`config.mk`:
```
export PLATFORM = sky130hd
export DESIGN_NAME = div_pow2_pipe
export DESIGN_NICKNAME = d
export VERILOG_FILES = /design/src/rtl/div_pow2_pkg.sv /design/src/rtl/div_pow2_round.sv /design/src/rtl/div_pow2_pipe.sv
export SDC_FILE = /design/constraint.sdc
export NUM_CORES = 1
export LEC_CHECK = 0
export ABC_AREA = 1
export CAP_MARGIN = 15
export CORE_MARGIN = 2
export CORE_UTILIZATION = 40
export CTS_CLUSTER_SIZE = 8
export DETAILED_ROUTE_END_ITERATION = 6
export GPL_TIMING_DRIVEN = 0
export PLACE_DENSITY = 0.65
export REMOVE_ABC_BUFFERS = 1
export SKIP_LAST_GASP = 1
export SLEW_MARGIN = 20
export SYNTH_ARGS = -nofsm -noshare
export SYNTH_HDL_FRONTEND = slang
export SYNTH_SLANG_ARGS = --single-unit
```
`constraint.sdc`:
```
create_clock -name clk_i -period 1.9 [get_ports clk_i]
set_input_delay 0.285 -clock clk_i [delete_from_list [all_inputs] [get_ports clk_i]]
set_output_delay 0.285 -clock clk_i [all_outputs]
set_load 0.02 [all_outputs]
```
`src/rtl/div_pow2_pkg.sv`:
```
// Shared types and the rounding-increment rule for the divide-by-2^y pipeline.
package div_pow2_pkg;

  localparam int MODE_W = 2;

  typedef enum logic [MODE_W-1:0] {
    TRUNC   = 2'd0,
    FLOOR   = 2'd1,
    NEAREST = 2'd2,
    RSVD    = 2'd3
  } round_mode_t;

  // Increment applied to the floor quotient; RSVD behaves as TRUNC.
  function automatic logic round_incr(input round_mode_t mode,
                                      input logic sign,
                                      input logic guard,
                                      input logic sticky,
                                      input logic y_is_zero);
    logic incr;
    case (mode)
      FLOOR:   incr = 1'b0;
      NEAREST: incr = guard & (sticky | ~sign);
      default: incr = sign & (guard | sticky);
    endcase
    return incr & ~y_is_zero;
  endfunction

endpackage

```
`src/rtl/div_pow2_round.sv`:
```
// Second-stage core: turns the floor quotient plus guard/sticky into the rounded result.
module div_pow2_round
  import div_pow2_pkg::*;
#(
  parameter int W = 8
) (
  input  logic [W-1:0] q_f,
  input  logic         guard,
  input  logic         sticky,
  input  logic         sign,
  input  logic         y_zero,
  input  round_mode_t  mode,
  output logic [W-1:0] q,
  output logic         inexact
);

  logic incr;

  assign incr    = round_incr(mode, sign, guard, sticky, y_zero);
  assign q       = q_f + {{(W-1){1'b0}}, incr};
  assign inexact = guard | sticky;

endmodule

```
`src/rtl/div_pow2_pipe.sv`:
```
// Two-stage pipelined signed divide-by-2^y with selectable rounding and valid/ready flow control.
module div_pow2_pipe
  import div_pow2_pkg::*;
#(
  parameter int W     = 8,
  parameter int SW    = $clog2(W) + 1,
  parameter int TAG_W = 4
) (
  input  logic             clk_i,
  input  logic             rst_i,
  input  logic             in_valid_i,
  output logic             in_ready_o,
  input  logic [W-1:0]     x_i,
  input  logic [SW-1:0]    y_i,
  input  logic [1:0]       mode_i,
  input  logic [TAG_W-1:0] tag_i,
  output logic             out_valid_o,
  input  logic             out_ready_i,
  output logic [W-1:0]     output__,
  output logic             inexact_o,
  output logic [TAG_W-1:0] tag_o
);

  localparam int XW = W + 1;
  localparam int YW = SW + 1;

  logic [YW-1:0]    ys;
  logic [XW-1:0]    xe;
  logic [XW-1:0]    half;
  logic [W-1:0]     q_f;
  logic             guard;
  logic             sticky;

  logic             s1_valid;
  logic [W-1:0]     s1_qf;
  logic             s1_guard;
  logic             s1_sticky;
  logic             s1_sign;
  logic             s1_yz;
  round_mode_t      s1_mode;
  logic [TAG_W-1:0] s1_tag;

  logic [W-1:0]     r_q;
  logic             r_inexact;
  logic             s2_adv;

  // Shifts beyond W+1 behave exactly like W+1: the whole dividend is below the
  // guard position, and the guard itself is just the sign extension.
  always_comb begin
    ys     = ({1'b0, y_i} > YW'(W)) ? YW'(W + 1) : {1'b0, y_i};
    xe     = {x_i[W-1], x_i};
    q_f    = $signed(x_i) >>> ys;
    half   = '0;
    guard  = 1'b0;
    sticky = 1'b0;
    if (ys != '0) begin
      half   = XW'(1) << (ys - YW'(1));
      guard  = |(xe & half);
      sticky = |(xe & (half - XW'(1)));
    end
  end

  assign s2_adv     = ~out_valid_o | out_ready_i;
  assign in_ready_o = ~s1_valid | s2_adv;

  always_ff @(posedge clk_i or posedge rst_i) begin
    if (rst_i) begin
      s1_valid  <= 1'b0;
      s1_qf     <= '0;
      s1_guard  <= 1'b0;
      s1_sticky <= 1'b0;
      s1_sign   <= 1'b0;
      s1_yz     <= 1'b0;
      s1_mode   <= TRUNC;
      s1_tag    <= '0;
    end else if (in_ready_o) begin
      s1_valid <= in_valid_i;
      if (in_valid_i) begin
        s1_qf     <= q_f;
        s1_guard  <= guard;
        s1_sticky <= sticky;
        s1_sign   <= x_i[W-1];
        s1_yz     <= (y_i == '0);
        s1_mode   <= round_mode_t'(mode_i);
        s1_tag    <= tag_i;
      end
    end
  end

  div_pow2_round #(.W(W)) u_round (
    .q_f     (s1_qf),
    .guard   (s1_guard),
    .sticky  (s1_sticky),
    .sign    (s1_sign),
    .y_zero  (s1_yz),
    .mode    (s1_mode),
    .q       (r_q),
    .inexact (r_inexact)
  );

  // Output registers only load on a real transfer, so they hold while stalled.
  always_ff @(posedge clk_i or posedge rst_i) begin
    if (rst_i) begin
      out_valid_o <= 1'b0;
      output__    <= '0;
      inexact_o   <= 1'b0;
      tag_o       <= '0;
    end else if (s2_adv) begin
      out_valid_o <= s1_valid;
      if (s1_valid) begin
        output__  <= r_q;
        inexact_o <= r_inexact;
        tag_o     <= s1_tag;
      end
    end
  end

endmodule

```
-- Word-level counts from Yosys, hierarchy flattened
Cells that the tools add are included.
- bits of input ports: 22
- bits in registers: 33
- output and inout port bits: 15
- word-level logic and storage cells: 43
- equal/unequal tests: 2
- reductions and logical operators: 6
- add/subtract/negate cells: 3
- bitwise operators: 13
- mux-type cells: 4
- magnitude comparators: 1
- shifts and indexed selects: 2
- operator list (cell ; count):
    $and A9 B9 Y9 ; 2
    $reduce_or A9 Y1 ; 2
    $shl A1 B5 Y9 const A ; 1
    $sub A9 B1 Y9 const B ; 1
    $add A8 B1 Y8 ; 1
    $sshr A8 B4 Y8 ; 1
    $reduce_bool A5 Y1 ; 1
    $sub A4 B1 Y5 const B ; 1
    $gt A4 B4 Y1 const B ; 1
    $logic_not A4 Y1 ; 1
    $mux W4 ; 1
    $not A1 Y1 ; 4
    $or A1 B1 Y1 ; 4
    $reduce_and A2 Y1 ; 2
    $and A1 B1 Y1 ; 3
    $eq A2 B1 Y1 const B ; 1
    $eq A2 B2 Y1 const B ; 1
    $mux W1 ; 2
    $pmux W1 S2 ; 1

-- Logic depth before layout (Yosys ltp)
Gate-level depths: netlist (run 1).
- depth after elaboration: 8
- gate-level depth with buffers: 14

-- By module
Synthesis (run 1) repeated with hierarchy kept, for this count alone.
- cells, all modules: 262
- area total of the unflattened synthesis: 2005.7 um2
- modules (own cells, without submodules) (module ; area an instance (um2) ; cells an instance ; instances):
    div_pow2_pipe ; 1785.5 ; 223 ; 1
    div_pow2_round ; 220.2 ; 39 ; 1

-- Worst setup path after synthesis (run 1)
OpenSTA, ideal clock, no wires.
- path type: register to register
- start point: register s1_mode[1]
- end point: register output__[7]
- path slack: 72 ps
- data required time: 1817 ps
- arrival: 1745 ps
- buffers on the path: 0
- stages on the path, launching flop included: 10
- setup time: 83 ps
- cell sequence: dfrtp_1 ha_1 a21oi_1 a211oi_1 ha_1 nand3_1 nor4_1 nand2_1 xor2_1 o21ai_0
- word-level cells in the longest chain between the ends: 4
- elaborated cells between the ends (all ways): 5
- those cells by class: 1 x add/sub; 2 x eq/ne; 1 x mux; 1 x bitwise
- ends and longest elaborated chain (element ; line ; text):
    start: declaration ; div_pow2_pipe.sv:40 ; round_mode_t s1_mode;
    start signal: assignment ; div_pow2_pipe.sv:84 ; s1_mode <= round_mode_t'(mode_i);
    $eq A2 B2 Y1 or $eq A2 B1 Y1 (tied branches) ; div_pow2_pkg.sv:20 ; case (mode)
    $pmux W1 S2 (*) ; div_pow2_pkg.sv:20 ;
    $and A1 B1 Y1 (*) ; div_pow2_pkg.sv:25 ; return incr & ~y_is_zero;
    $add A8 B1 Y8 (*) ; div_pow2_round.sv:20 ; assign q = q_f + {{(W-1){1'b0}}, incr};
    end signal: assignment ; div_pow2_pipe.sv:111 ; output__ <= r_q;
    end: declaration ; div_pow2_pipe.sv:19 ; output logic [W-1:0] output__,
Mark *: on every way between the ends. The rest lies on a longest branch, timed or not.
A chain may end at the register's enable or synchronous reset.

-- Worst setup path after layout (run 1)
Same ends and word-level chain as after synthesis.

==> metrics.log, run 1 <==
INFO  metric outcome = finished, violations left
INFO  metric violations = setup timing
INFO  metric remaining_drc_errors = 0
INFO  metric synth_adder_area_share = 2.58%
INFO  metric setup.worst_path.start_class = flip-flop
INFO  metric final_period_utilization = 105%
INFO  metric design.final.nets = 333
INFO  metric timing.critical_path.to_type = flip-flop
INFO  metric count_of_port_buffers_added_during_placement = 36
INFO  metric maximum_number_of_pins_on_one_net_before_global_route_repair = 33
INFO  metric layout_commonest_cell = sky130_fd_sc_hd__nand2_1
INFO  metric crit_path_max_fanout = 2
INFO  metric finalCriticalPeriod = 1.99 ns
INFO  metric insertion_delay = 0.27 ns
INFO  metric rsz_0062_raised_after_global_routing = yes
INFO  metric ctsHoldBuffers = 0
INFO  metric synth.ff_latch_count = 32
INFO  metric p_per_area = about 900 nW/um2
INFO  metric drt_wl_total = approximately 4.4 mm
INFO  metric max-slew-margin-rel = a little under three fifths
INFO  metric synth_mux_area_share = 0%
INFO  metric multi_input_area = a little over 1000 um2
INFO  metric finalHoldViolations = 0
INFO  metric tritoncts_num_sinks = 32
INFO  metric seqCellArea = 801 um2
INFO  metric fill_cells = roughly 460
INFO  metric post_synthesis_share_of_cell_area_spent_on_and_or_nand_and_nor_gates = 28.5%
INFO  metric skew = roughly 0.0051 ns
INFO  metric wire_per_inst = 12.3 um
INFO  metric netlist.top_cell.by_area = sky130_fd_sc_hd__dfrtp_1
INFO  metric irDropWorstVdd = approximately 0.46 mV
INFO  metric drtPass1Iterations = 4
INFO  metric synth.yosys.warnings = 0
INFO  metric syn_area_per_cell = 7.43 um2
INFO  metric met3_usage = 3.70%
INFO  metric worst_max_slew_pin_slew = 0.637 ns
INFO  metric postSynthCellCount = 261
INFO  metric cts_tree = done
INFO  metric setup-tns-final = -0.235 ns
INFO  metric timing.final.max_slew_violations = 0
INFO  metric total_gr_overflow = 0
INFO  metric synth_top_family_by_area = simple AND/OR/NAND/NOR gates
INFO  metric synth_largest_type_area_fraction = 41.3%
INFO  metric antennaDiodeCount = 0
INFO  metric clk_root_buffer_cell = sky130_fd_sc_hd__clkbuf_8
INFO  metric timing_worst_setup_path_type = flip-flop to flip-flop
INFO  metric worst_setup_sp = s1_mode[1]
INFO  metric r2r.worst_path.cells = 10
INFO  metric groute.usage.overall = 17.4%
INFO  metric p_leak = 0.00120 uW
INFO  metric cap_violations = 0
INFO  metric longest_clk_path_bufs = 2
INFO  metric seq_total_area_yosys = 41.3%
INFO  metric cp_data_arrival_time = 2.13 ns
INFO  metric cts.reportedPaths.clkPinSlew = 0.06 ns
INFO  metric grt_first_pass_wirelength = approximately 7.4 mm
INFO  metric groute.layer.met2.usage = between 20% and 30%
INFO  metric floorplan.io_pins = 37
INFO  metric worst_case_setup_slack_after_placement = -0.675 ns
INFO  metric final_critical_path_setup_slack = -0.0903 ns
INFO  metric use_met1 = 21.3%
INFO  metric drtAntennaViolNets = 0
INFO  metric grt_pass1_vias = 1676
INFO  metric final-instance-count-excl-fill = ~360
INFO  metric floorplan.rows = 25
INFO  metric drt_via_density = 5.13
INFO  metric antenna_found_initial = 0
INFO  metric gp_congestion = ~0.93
INFO  metric floorplan.initialDensity = 41.3%
INFO  metric timing.critical_path.required = 2.04 ns
INFO  metric setup_viol = 3
INFO  metric floorplan.die.height = ~74 um
INFO  metric drive_above_1_share = 14.3%
INFO  metric r2r_start = s1_mode[1]
INFO  metric final_util = 54.1%
INFO  metric dp_hpwl = 3.28 mm
INFO  metric synth_compound_area_share = 16.3%
INFO  metric synthDistinctLibCells = 31
INFO  metric detailroute.via_count = about 1900
INFO  metric syn2layout_area_growth = 30.8%
INFO  metric timing.hold.worst.class = input port to async pin
INFO  metric yosys.area_share.xor_xnor = around 1.8%
INFO  metric syn-cell-area = 1940 um2
INFO  metric die_width = between 70 and 80 um
INFO  metric cell_types_occupying_the_most_area_after_synthesis = sky130_fd_sc_hd__dfrtp_1 41%, sky130_fd_sc_hd__nand2_1 14%, sky130_fd_sc_hd__inv_1 6.0%
INFO  metric cts_max_level = 2
INFO  metric core_area = 4690 um2
INFO  metric numPlacedInstances = 343
INFO  metric fp.dieArea = 5420 um2
INFO  metric most-common-layout-cells = 72 x sky130_fd_sc_hd__nand2_1, 32 x sky130_fd_sc_hd__dfrtp_1, 32 x sky130_fd_sc_hd__clkdlybuf4s50_1
INFO  metric cts_made_buffers = 5
INFO  metric global_route.peak_usage_layer = met2
INFO  metric drtIter0Drc = 96
INFO  metric max_freq = about 0.5 GHz
## worst paths after layout
kind                                to  slack, ns
setup / recovery           output__[7]      -0.09
hold / removal               s1_tag[2]       0.42
setup reg to reg           output__[7]      -0.09
hold reg to reg            output__[6]       0.48
max in group asynchronous     s1_valid       1.07
min in group clk_i         output__[6]       0.48
## metrics by stage
step	hold WS [ns]	total power (uW)	cell area [um2]
floorplan	0.395	1400	1880
global placement	0.466	1740	2310
detailed placement	0.472	1760	2310
CTS	0.435	2270	2450
global route	0.481	2460	2540
finish	0.415	2290	2540
## critical path: stages, from the launching register on
cell and delay, ns:
sky130_fd_sc_hd__dfrtp_1 0.41, sky130_fd_sc_hd__ha_4 0.29, sky130_fd_sc_hd__a21oi_2 0.04, sky130_fd_sc_hd__a211oi_2 0.19, sky130_fd_sc_hd__ha_2 0.26, sky130_fd_sc_hd__buf_6 0.11
sky130_fd_sc_hd__nand3_4 0.06, sky130_fd_sc_hd__nor4_4 0.16, sky130_fd_sc_hd__nand2_1 0.13, sky130_fd_sc_hd__xor2_1 0.14, sky130_fd_sc_hd__o21ai_1 0.07
## routing by layer
layer,part of all wire [%],up-vias
li1,-,946
met1,45,836
met2,49,64
met3,4.8,6
met4,1.2,0
met5,0,-
## report_power, final
| group | switching (uW) | total (uW) | internal [uW] |
|---|---|---|---|
| sequential | 98.9 | 942 | 843 |
| clock | 222 | 470 | 248 |
| combinational | 479 | 882 | 403 |
| total | 800 | 2290 | 1490 |
## cell usage after synthesis, drive strengths merged
master    n
a211oi    1
a21oi     9
a22oi     4
a31oi     1
buf       4
clkbuf    4
dfrtp    32
ha        4
inv      33
nand2    75
nand3    17
nand4     7
nor2     24
nor4      1
o2111ai   1
o211ai    2
o21ai    30
o21bai    1
o22ai     3
o31ai     1
or2       3
xnor2     1
xor2      3
## registers in the layout (all words and copies together) (netlist names), 2 cells and up
signal	count
output__	8
s1_mode	2
s1_qf	8
s1_tag	4
tag_o	4
## final cells by class
type / count / area share, %
multi-input cells: 188 / 40.4
flip-flops and latches: 32 / 31.6
repair buffers: 47 / 17.3
inverters: 33 / 5.08
clock buffers: 6 / 2.86
well taps: 54 / 2.66
clock inverters: 1 / 0.197
## cells by family after synthesis
kind of cell / after synthesis
flops: 32
buf+inv: 41
simple gates: 127
fa+ha+maj: 4
compound gates: 53
xor+xnor: 4
## timing repair
item | in CTS | in global routing
setup buffers | 2 | 9
pin swaps | 6 | 10
endpoints found under the hold margin | 0 | 0
gates resized for setup | 12 | 11
setup endpoints to repair | 10 | 11
(Power assumes the default switching activity.)
==> run 2: changes to the inputs <==
--- a/config.mk
+++ b/config.mk
@@ -8,11 +8,11 @@
 export ABC_AREA = 1
 export CAP_MARGIN = 15
 export CORE_MARGIN = 2
-export CORE_UTILIZATION = 40
+export CORE_UTILIZATION = 47
 export CTS_CLUSTER_SIZE = 8
 export DETAILED_ROUTE_END_ITERATION = 6
 export GPL_TIMING_DRIVEN = 0
-export PLACE_DENSITY = 0.65
+export PLACE_DENSITY = 0.74
 export REMOVE_ABC_BUFFERS = 1
 export SKIP_LAST_GASP = 1
 export SLEW_MARGIN = 20
==> metrics.log, run 2 (same netlist as run 1, synthesis figures left out) <==
INFO  metric setup_viol = 5 (+2)
INFO  metric slowest_stage = sky130_fd_sc_hd__dfrtp_1
INFO  metric violations = setup timing
INFO  metric crit_buf_inv = 2 (+1)
INFO  metric max-slew-margin-rel = 55.5% (-1.9 points)
INFO  metric r2r_start = s1_mode[1]
INFO  metric design.final.nets = 327 (-1.8%)
INFO  metric cts_made_buffers = 5 (unchanged)
INFO  metric cap_violations = 0 (unchanged)
INFO  metric rsz_0062_raised_after_global_routing = yes
INFO  metric r2r.worst_path.cells = 10 (unchanged)
INFO  metric crit_path_max_incr_delay = 0.41 ns (about the same)
INFO  metric total_gr_overflow = 0 (unchanged)
INFO  metric insertion_delay = 0.29 ns (+0.02 ns)
INFO  metric grt_first_pass_wirelength = 7.84 mm (+6.6%)
INFO  metric reg2reg_setup_slack = -0.14 ns (-0.05 ns)
INFO  metric groute.usage.overall = 23.1% (+5.7 points)
INFO  metric clk_root_buffer_cell = sky130_fd_sc_hd__clkbuf_8
INFO  metric crit_path_max_fanout = 2 (unchanged)
INFO  metric remaining_drc_errors = 0 (unchanged)
INFO  metric count_of_port_buffers_added_during_placement = 36 (unchanged)
INFO  metric fin_total_pwr = 2550 uW (+11%)
INFO  metric floorplan.die.height = 68.2 um (-7.3%)
INFO  metric worst_r2r_endpoint = output__[5]
INFO  metric final_critical_path_setup_slack = -0.143 ns (-0.0524 ns)
INFO  metric final-instance-count-excl-fill = 352 (-2.5%)
INFO  metric cts_max_level = 2 (unchanged)
INFO  metric tritoncts_num_sinks = 32 (unchanged)
INFO  metric drtAntennaViolNets = 0 (unchanged)
INFO  metric floorplan.io_pins = 37 (unchanged)
INFO  metric timing.critical_path.to_type = flip-flop
INFO  metric antenna_found_initial = 0 (unchanged)
INFO  metric worst_case_setup_slack_after_placement = -0.676 ns (-0.000598 ns)
INFO  metric dp_hpwl = 3.37 mm (+3.0%)
INFO  metric setup.worst_path.start_class = flip-flop
INFO  metric cts_tree = done
INFO  metric timing.critical_path.to = output__[5]
INFO  metric syn2layout_area_growth = 31.4%
INFO  metric p_per_area = 1000 nW/um2 (+11%)
INFO  metric maximum_number_of_pins_on_one_net_before_global_route_repair = 33 (unchanged)
INFO  metric outcome = finished, violations left
INFO  metric post_dp_cell_area = 2310 um2 (-0.22%)
INFO  metric layout_top_registers = output__ x8, s1_qf x8
INFO  metric cp_data_arrival_time = 2.22 ns (+0.09 ns)
INFO  metric finalInstanceArea = 2550 um2 (+0.39%)
INFO  metric finalCriticalPeriod = 2.04 ns (+0.0524 ns)
INFO  metric longest_clk_path_bufs = 2 (unchanged)
INFO  metric drtIter0Drc = 122 (+27%)
INFO  metric cts.reportedPaths.clkPinSlew = 0.07 ns (about the same)
INFO  metric p_leak = 0.00120 uW (-0.38%)
INFO  metric core_area = 3970 um2 (-15%)
INFO  metric drt_wl_total = 4.65 mm (+4.9%)
INFO  metric floorplan.rows = 23 (-8.0%)
INFO  metric gp_congestion = 0.983 (+6.3%)
INFO  metric wire_per_inst = 13.2 um (+7.6%)
INFO  metric grt_pass1_vias = 1744 (+4.1%)
INFO  metric cells_along_the_critical_path = ha_4 -> a21oi_2 -> a211oi_2 -> ha_2 -> buf_4 -> nand3_4 -> buf_6 -> nor2_2 -> a21oi_1 -> o31ai_1
INFO  metric finalHoldViolations = 0 (unchanged)
INFO  metric irDropWorstVdd = 0.407 mV (-11%)
INFO  metric worst_setup_sp = s1_mode[1]
INFO  metric fp.dieArea = 4660 um2 (-14%)
INFO  metric drt_via_density = 5.21 (+1.6%)
INFO  metric timing.critical_path.required = 2.08 ns (+0.04 ns)
INFO  metric most-common-layout-cells = 72 x sky130_fd_sc_hd__nand2_1, 33 x sky130_fd_sc_hd__clkdlybuf4s50_1, 32 x sky130_fd_sc_hd__dfrtp_1
INFO  metric die_width = 68.2 um (-7.3%)
INFO  metric timing.hold.worst.class = input port to async pin
INFO  metric timing.final.max_slew_violations = 0 (unchanged)
INFO  metric drtPass1Iterations = 4 (unchanged)
INFO  metric max_freq = 0.490 GHz (-2.6%)
INFO  metric detailroute.via_count = 1834 (-0.97%)
INFO  metric layout_commonest_cell = sky130_fd_sc_hd__nand2_1
INFO  metric crit_cells = 10 (unchanged)
INFO  metric drive_above_1_share = 13.6% (-0.76 points)
INFO  metric skew = 0.00469 ns (-0.000387 ns)
INFO  metric timing_worst_setup_path_type = flip-flop to flip-flop
INFO  metric numPlacedInstances = 339 (-1.2%)
INFO  metric antennaDiodeCount = 0 (unchanged)
INFO  metric floorplan.initialDensity = 48.8% (+7.5 points)
INFO  metric critical_path.top_delay_family = compound AO/OA/AOI/OAI gates
INFO  metric final_period_utilization = 108% (+2.8 points)
INFO  metric worst_max_slew_pin_slew = 0.665 ns (+0.0289 ns)
INFO  metric final_util = 64.1% (+10 points)
==> run 2: changes by cell type in the layout (fill, tap and decap cells not counted), moves of 2 or more <==
cell | previous run | this run
sky130_fd_sc_hd__o21ai_0 | 20 | 18
sky130_fd_sc_hd__clkbuf_8 | 5 | 7
sky130_fd_sc_hd__nor2_2 | 3 | 5
sky130_fd_sc_hd__nor2_1 | 19 | 17
sky130_fd_sc_hd__o21ai_1 | 8 | 10
sky130_fd_sc_hd__buf_4 | 10 | 4
==> run 2: layout make-up <==
class,count,area (um2)
Tap cell,50,62.6
Inverter,33,129
Fill cell,361,1420
Timing Repair Buffer,41,399
Multi-Input combinational cell,188,1030
Clock inverter,1,30.0
Sequential cell,32,801
Clock buffer,7,96.3
==> run 2: how the worst min path moves through the flow <==
stage | slack, ns | endpoint | start | depth (start not counted)
floorplan | 0.39 | s1_mode[1] | mode_i[1] | 2
global placement | 0.46 | tag_o[3] | tag_o[3] | 2
detailed placement | 0.47 | output__[5] | output__[5] | 2
CTS | 0.43 | tag_o[3] | rst_i | 2
global route | 0.47 | tag_o[3] | rst_i | 2
finish | 0.41 | tag_o[3] | rst_i | 2
==> run 2: metrics by stage <==
step / TNS, ns / hold slack [ns]
after floorplan: 0 / 0.395
after global placement: -4.07 / 0.465
after detailed placement: -4.25 / 0.470
after CTS: -0.394 / 0.432
after global routing: -0.978 / 0.473
final: -0.391 / 0.407
==> run 2: what timing repair did <==
item	in CTS	in global routing
resized for setup	14	10
endpoints found under the setup margin	10	13
buffers inserted	4	2
hold buffers	0	0
hold endpoints to repair	0	0
pin swaps	9	7
==> run 2: worst reg2reg max path: cells and delay by family, from the launching register on <==
kind	cells	cell delay [ns]
and+or+nand+nor	2	0.15
buffers and inverters	2	0.27
DFF	1	0.41
AOI/OAI and AO/OA	4	0.56
adders and majority gates	2	0.55
==> run 2: where the power goes <==
part	switching (uW)	internal, uW
clock network	254	462
logic	488	390
registers	109	843
total	851	1700
==> run 2: metal layers <==
layer,up-vias,part of all wire [%],track usage [%]
li1,932,-,-
met1,850,42,27.4
met2,46,52,40.3
met3,6,5.0,5.26
met4,0,1.4,8.75
met5,-,0,0
